**config.mk**
```make
export PLATFORM = sky130hd
export DESIGN_NAME = instr_encoder_flat
export DESIGN_NICKNAME = d
export VERILOG_FILES = /design/src/rtl/instr_encoder_if.sv /design/src/rtl/instr_encoder.sv /design/src/flat_wrapper.sv
export SDC_FILE = /design/constraint.sdc
export NUM_CORES = 1
export LEC_CHECK = 0
export CORE_MARGIN = 10
export CORE_UTILIZATION = 57
export DETAILED_ROUTE_END_ITERATION = 7
export DONT_BUFFER_PORTS = 1
export HOLD_SLACK_MARGIN = 0.03
export PLACE_DENSITY = 0.75
export REMOVE_ABC_BUFFERS = 1
export SETUP_SLACK_MARGIN = 0.4
export SLEW_MARGIN = 10
export SYNTH_ARGS = -nofsm -noshare
export SYNTH_HDL_FRONTEND = slang
export SYNTH_SLANG_ARGS = --single-unit
```
**constraint.sdc**
```tcl
create_clock -name clk -period 2.4 [get_ports clk]
set_input_delay 0.12 -clock clk [delete_from_list [all_inputs] [get_ports clk]]
set_output_delay 0.12 -clock clk [all_outputs]
set_load 0.005 [all_outputs]
```
**src/rtl/instr_encoder_if.sv**
```systemverilog
// Request and instruction-memory write interfaces for instr_encoder.
// The encoder is the slave of instr_req_if and the master of instr_mem_if.

// Handshake: a request transfers on a rising clk edge where req_valid && req_ready.
// The requester holds the fields stable while req_valid is high and req_ready is low.
interface instr_req_if;
    logic        req_valid;
    logic        req_ready;
    logic [1:0]  req_type;
    logic [3:0]  req_cond;
    logic [3:0]  req_opcode;
    logic        req_imm;
    logic        req_s;
    logic [3:0]  req_rn;
    logic [3:0]  req_rd;
    logic [11:0] req_operand;
    logic [23:0] req_offset;

    modport master (
        output req_valid, req_type, req_cond, req_opcode, req_imm, req_s,
               req_rn, req_rd, req_operand, req_offset,
        input  req_ready
    );

    modport slave (
        input  req_valid, req_type, req_cond, req_opcode, req_imm, req_s,
               req_rn, req_rd, req_operand, req_offset,
        output req_ready
    );
endinterface

// A memory write happens on a rising clk edge where imem_we is high.
// imem_we is only raised in a cycle where imem_ready is high.
interface instr_mem_if #(
    parameter int ADDR_WIDTH = 8
);
    logic                  imem_we;
    logic                  imem_ready;
    logic [ADDR_WIDTH-1:0] imem_addr;
    logic [31:0]           imem_wdata;

    modport master (
        output imem_we, imem_addr, imem_wdata,
        input  imem_ready
    );

    modport slave (
        input  imem_we, imem_addr, imem_wdata,
        output imem_ready
    );
endinterface

```
**src/rtl/instr_encoder.sv**
```systemverilog
// Packs instruction fields into ARM-format words, queues them and writes them to instruction memory.
// Define INSTR_ENCODER_NOP_FILTER_EN to accept NOP requests without writing them.
module instr_encoder #(
    parameter int DEPTH      = 4,
    parameter int ADDR_WIDTH = 8
) (
    input  logic                  clk,
    input  logic                  reset_n,
    instr_req_if.slave            req,
    instr_mem_if.master           imem,
    input  logic                  addr_load,
    input  logic [ADDR_WIDTH-1:0] addr_base,
    output logic                  busy,
    output logic [ADDR_WIDTH:0]   wr_count
);

    localparam int IDX_W = $clog2(DEPTH);

    localparam logic [1:0] TYPE_DP  = 2'b00;
    localparam logic [1:0] TYPE_LS  = 2'b01;
    localparam logic [1:0] TYPE_BR  = 2'b10;
    localparam logic [1:0] TYPE_NOP = 2'b11;

    localparam logic [IDX_W:0]        PTR_ONE  = 1;
    localparam logic [ADDR_WIDTH-1:0] ADDR_ONE = 1;
    localparam logic [ADDR_WIDTH:0]   CNT_ONE  = 1;

    // Encoder
    logic        dp_test;
    logic        dp_move;
    logic        dp_s;
    logic [3:0]  dp_rn;
    logic [3:0]  dp_rd;
    logic [31:0] enc_word;

    always_comb begin
        dp_test  = (req.req_opcode[3:2] == 2'b10);
        dp_move  = (req.req_opcode == 4'b1101) || (req.req_opcode == 4'b1111);
        dp_s     = dp_test ? 1'b1 : req.req_s;
        dp_rd    = dp_test ? 4'h0 : req.req_rd;
        dp_rn    = dp_move ? 4'h0 : req.req_rn;
        enc_word = 32'h0000_0000;
        case (req.req_type)
            TYPE_DP:  enc_word = {req.req_cond, 2'b00, req.req_imm, req.req_opcode,
                                  dp_s, dp_rn, dp_rd, req.req_operand};
            TYPE_LS:  enc_word = {req.req_cond, 2'b01, req.req_imm, req.req_opcode,
                                  req.req_s, req.req_rn, req.req_rd, req.req_operand};
            TYPE_BR:  enc_word = {req.req_cond, 3'b101, req.req_s, req.req_offset};
            TYPE_NOP: enc_word = 32'h0000_0000;
        endcase
    end

    // FIFO: pointers carry one extra wrap bit to tell full from empty
    logic [31:0]    mem_q [DEPTH];
    logic [IDX_W:0] wr_ptr_q, wr_ptr_d;
    logic [IDX_W:0] rd_ptr_q, rd_ptr_d;
    logic           full;
    logic           empty;
    logic           accept;
    logic           push;
    logic           pop;

    assign empty  = (wr_ptr_q == rd_ptr_q);
    assign full   = (wr_ptr_q[IDX_W] != rd_ptr_q[IDX_W]) &&
                    (wr_ptr_q[IDX_W-1:0] == rd_ptr_q[IDX_W-1:0]);
    assign accept = req.req_valid && req.req_ready;

`ifdef INSTR_ENCODER_NOP_FILTER_EN
    assign push = accept && (req.req_type != TYPE_NOP);
`else
    assign push = accept;
`endif

    // addr_load takes priority over a write so the pointer jump is never mixed with an increment
    assign pop = !empty && imem.imem_ready && !addr_load;

    always_comb begin
        wr_ptr_d = wr_ptr_q;
        rd_ptr_d = rd_ptr_q;
        if (push) wr_ptr_d = wr_ptr_q + PTR_ONE;
        if (pop)  rd_ptr_d = rd_ptr_q + PTR_ONE;
    end

    always_ff @(posedge clk or negedge reset_n) begin
        if (!reset_n) begin
            wr_ptr_q <= '0;
            rd_ptr_q <= '0;
        end else begin
            wr_ptr_q <= wr_ptr_d;
            rd_ptr_q <= rd_ptr_d;
        end
    end

    always_ff @(posedge clk) begin
        if (push) mem_q[wr_ptr_q[IDX_W-1:0]] <= enc_word;
    end

    // Writer: memory pointer and saturating write counter
    logic [ADDR_WIDTH-1:0] waddr_q, waddr_d;
    logic [ADDR_WIDTH:0]   cnt_q, cnt_d;

    always_comb begin
        waddr_d = waddr_q;
        cnt_d   = cnt_q;
        if (addr_load) begin
            waddr_d = addr_base;
            cnt_d   = '0;
        end else if (pop) begin
            waddr_d = waddr_q + ADDR_ONE;
            if (cnt_q != '1) cnt_d = cnt_q + CNT_ONE;
        end
    end

    always_ff @(posedge clk or negedge reset_n) begin
        if (!reset_n) begin
            waddr_q <= '0;
            cnt_q   <= '0;
        end else begin
            waddr_q <= waddr_d;
            cnt_q   <= cnt_d;
        end
    end

    assign req.req_ready   = !full;
    assign imem.imem_we    = pop;
    assign imem.imem_addr  = waddr_q;
    assign imem.imem_wdata = empty ? 32'h0000_0000 : mem_q[rd_ptr_q[IDX_W-1:0]];
    assign busy            = !empty;
    assign wr_count        = cnt_q;

endmodule

```
**src/flat_wrapper.sv**
```systemverilog
// flat-port wrapper written by rule: the top's interface ports become plain ports
module instr_encoder_flat 
#(
    parameter int DEPTH      = 4,
    parameter int ADDR_WIDTH = 8
)
  (clk, reset_n, addr_load, addr_base, busy, wr_count, req_req_valid, req_req_type, req_req_cond, req_req_opcode, req_req_imm, req_req_s, req_req_rn, req_req_rd, req_req_operand, req_req_offset, req_req_ready, imem_imem_we, imem_imem_addr, imem_imem_wdata, imem_imem_ready);
  instr_req_if req_i ();
  instr_mem_if #(.ADDR_WIDTH(ADDR_WIDTH)) imem_i ();
  input  logic clk;
  input  logic reset_n;
  input  logic addr_load;
  input  logic [ADDR_WIDTH-1:0] addr_base;
  output logic busy;
  output logic [ADDR_WIDTH:0] wr_count;
  input wire logic [$bits(req_i.req_valid)-1:0] req_req_valid;
  input wire logic [$bits(req_i.req_type)-1:0] req_req_type;
  input wire logic [$bits(req_i.req_cond)-1:0] req_req_cond;
  input wire logic [$bits(req_i.req_opcode)-1:0] req_req_opcode;
  input wire logic [$bits(req_i.req_imm)-1:0] req_req_imm;
  input wire logic [$bits(req_i.req_s)-1:0] req_req_s;
  input wire logic [$bits(req_i.req_rn)-1:0] req_req_rn;
  input wire logic [$bits(req_i.req_rd)-1:0] req_req_rd;
  input wire logic [$bits(req_i.req_operand)-1:0] req_req_operand;
  input wire logic [$bits(req_i.req_offset)-1:0] req_req_offset;
  output wire logic [$bits(req_i.req_ready)-1:0] req_req_ready;
  output wire logic [$bits(imem_i.imem_we)-1:0] imem_imem_we;
  output wire logic [$bits(imem_i.imem_addr)-1:0] imem_imem_addr;
  output wire logic [$bits(imem_i.imem_wdata)-1:0] imem_imem_wdata;
  input wire logic [$bits(imem_i.imem_ready)-1:0] imem_imem_ready;
  assign req_i.req_valid = req_req_valid;
  assign req_i.req_type = req_req_type;
  assign req_i.req_cond = req_req_cond;
  assign req_i.req_opcode = req_req_opcode;
  assign req_i.req_imm = req_req_imm;
  assign req_i.req_s = req_req_s;
  assign req_i.req_rn = req_req_rn;
  assign req_i.req_rd = req_req_rd;
  assign req_i.req_operand = req_req_operand;
  assign req_i.req_offset = req_req_offset;
  assign req_req_ready = req_i.req_ready;
  assign imem_imem_we = imem_i.imem_we;
  assign imem_imem_addr = imem_i.imem_addr;
  assign imem_imem_wdata = imem_i.imem_wdata;
  assign imem_i.imem_ready = imem_imem_ready;
  instr_encoder #(.DEPTH(DEPTH), .ADDR_WIDTH(ADDR_WIDTH)) u_core (.clk(clk), .reset_n(reset_n), .req(req_i), .imem(imem_i), .addr_load(addr_load), .addr_base(addr_base), .busy(busy), .wr_count(wr_count));
endmodule
```
==> out/qor.yml <==
run_status:
  status: "finished, violations left"
  violations: "hold timing"
timing:
  period_minus_slack_ns: 2.08
  tightest_slew_ns: 1.12
  rsz0062_at_grt: "true"
  max_freq_mhz: 481
  period_share: 0.865
  setup_slack_ns: 0.323
  slew_violations: 0
  fin_hold_ws_ns: -0.247
  hold_viol: 15
  fin_skew_ns: 0.0119
  setup_viol: 0
  max_slew_margin: 0.251
placement:
  gp_congestion: 0.770
  dpl-instance-area_um2: 6710
  numPortBuffers: 0
  dp_hpwl_mm: 8.24
  dp_slack_ns: 0.192
grt:
  grt_max_degree: 35
  grt-ovfl-total: 0
  grt_pass1_wl_mm: 22.6
  grt_pass1_vias: 3992
  grt_usage: 0.183
  antenna_found_initial: 0
clock_tree:
  cts_buffer_depth: 2
  hold_buffers: 61
  cts_root_buf: "clkbuf_16"
  clkSlewWorstSetupHoldPaths_ns: 0.06
  cts_tree: "built"
  h-tree-depth: 4
  clock-sinks: 151
  clk_latency_ns: 0.42
  cts_buffers: 17
pwr:
  p_total_mw: 10.4
  p_leak_nw: 3.01
  ir_drop_mv: 0.842
  powerDensity_nw_per_um2: 1240
worst_setup_path:
  startpoint_type: "flop"
  cp_max_fo: 6
  end_kind: "flop"
  path_class: "flop to flop"
  arrival_ns: 2.42
  reg2reg_depth: 8
  required_ns: 2.74
synth:
  postSynthAreaPerCell_um2: 17.0
  synth_edf_count: 128
  yosys.cell_types.count: 43
  synth-seq-cells: 151
  ys_seq_area_frac: 0.683
  postSynth.asyncResetShare: 0.152
  synth_top_area_frac: 0.594
  netlist_area_um2: 6470
  synth_cells: 380
  ys.warnings.count: 0
  synthFlopType: "edfxtp_1"
  synth_top_area_cell: "edfxtp_1"
  yosys-top-cells-area: "edfxtp_1 (59%), mux4_2 (11%), dfrtp_1 (8.9%), and2_1 (3.9%), a22o_1 (2.7%)"
layout:
  areaGrowthSynthToFinish_pct: 29.5
  register_area_um2: 4420
  fillers: 597
  design_area_um2: 8380
  multiInputGateArea_um2: 2080
  fin_util: 0.763
  drive_gt1_frac: 0.268
  num_antenna_cells: 0
  nets: 556
floorplanning:
  die_w_um: 127
  num_rows: 38
  dieArea_um2: 16000
  die_height_um: 127
  initial_core_util: 0.589
  core-area_um2: 11000
  io_pins: 121
min_path:
  hp-class: "input pin to flop"
  whs_path_depth: 1
job:
  drv_cap: 0
drt:
  vias: 3905
  wire_per_inst_um: 24.3
  first_iter_violations: 301
  drt_pass1_iterations: 7
  viasPerCell: 6.18
  drt_wl_total_mm: 15.3
  drc: 0
  ant_nets: 0
## final timing paths
check	from	slack (ns)	endpoint
hold / removal	addr_load	-0.25	u_core.wr_count[6]$_DFFE_PN0P_
max in group asynchronous	reset_n	1.27	u_core.rd_ptr_q[0]$_DFFE_PN0P_
setup reg to reg	u_core.rd_ptr_q[0]$_DFFE_PN0P_	0.32	u_core.wr_count[5]$_DFFE_PN0P_
min in group asynchronous	reset_n	0.37	u_core.wr_count[2]$_DFFE_PN0P_
setup / recovery	u_core.rd_ptr_q[0]$_DFFE_PN0P_	0.32	u_core.wr_count[5]$_DFFE_PN0P_
hold reg to reg	u_core.rd_ptr_q[2]$_DFFE_PN0P_	0.60	u_core.rd_ptr_q[2]$_DFFE_PN0P_
## cells in the final DEF, fill, tap and decap left out, drive strengths merged, types with 10 or more instances in the layout
| cell | synthesis | routed |
|---|---|---|
| o21ai | 10 | 10 |
| dfrtp | 23 | 23 |
| a22o | 20 | 20 |
| edfxtp | 128 | 128 |
| nand2 | 16 | 16 |
| dlygate4sd3 | 0 | 61 |
| buf | 7 | 36 |
| and2 | 40 | 40 |
| mux4 | 32 | 32 |
| clkbuf | 12 | 20 |
## critical path, cell delays in order (launching register included)
cell     delay, ns
dfrtp_2       0.44
buf_12        0.15
xnor2_4       0.16
buf_4         0.15
buf_4         0.13
a311o_1       0.38
buf_6         0.15
or3_4         0.33
a21oi_2       0.11
## synthesized netlist by cell type (5+ instances only)
cell      count
a21oi_1       6
a22o_1       20
a31oi_1       7
and2_1       40
clkbuf_1     12
dfrtp_1      23
edfxtp_1    128
ha_1          8
inv_1         7
mux4_2       31
nand2_1      16
nand3_1       5
nor2_1        6
o21ai_0      10
or3_1         5
xnor2_1       5
xor2_1        5
## per-stage QoR
stage | TNS, ns | cells
2_1_floorplan | -151.32 | 361
3_3_place_gp | 0 | 514
3_5_place_dp | 0 | 514
4_1_cts | 0 | 620
5_1_grt | 0 | 632
6_report | 0 | 632
## sequential cells by signal, summed over array words and instances (netlist names)
| signal | flops |
|---|---|
| u_core.imem.imem_addr | 8 |
| u_core.wr_count | 9 |
| u_core.mem_q | 128 |
| u_core.rd_ptr_q | 3 |
| u_core.wr_ptr_q | 3 |
## layout make-up
type,count,area share
inverters,7,0.00314
clock inverters,13,0.0184
clock buffers,19,0.0517
flip-flops and latches,151,0.528
multi-input cells,203,0.248
repair buffers,99,0.130
well taps,140,0.0209
## where the power goes
part	total (mW)	leakage, nW	switching, mW	internal [mW]
Clock	2.63	0.286	1.00	1.63
Sequential	3.80	1.48	0.277	3.53
Combinational	3.96	1.25	1.89	2.07
## cell families after synthesis
kind of cell / share of synthesized area
AND/OR/NAND/NOR: 0.0795
adder cells (fa/ha/maj): 0.0155
flip-flops: 0.683
buffers and inverters: 0.0176
AO/OA/AOI/OAI: 0.0671
XOR/XNOR: 0.0203
multiplexers: 0.117
## per-layer routing
layer / vias up / global-route usage / part of all wire
li1: 1712 / - / -
met1: 2007 / 0.217 / 0.38
met2: 168 / 0.302 / 0.52
met3: 18 / 0.0671 / 0.087
met4: 0 / 0.0650 / 0.015
met5: - / 0 / 0
## repair_timing
item,CTS,global route
endpoints found under the hold margin,160,17
resized for setup,21,21
pin swaps,11,5
setup buffers,10,11
setup endpoints to repair,98,173
cloned,3,1
Power figures use the tool's default switching activity.
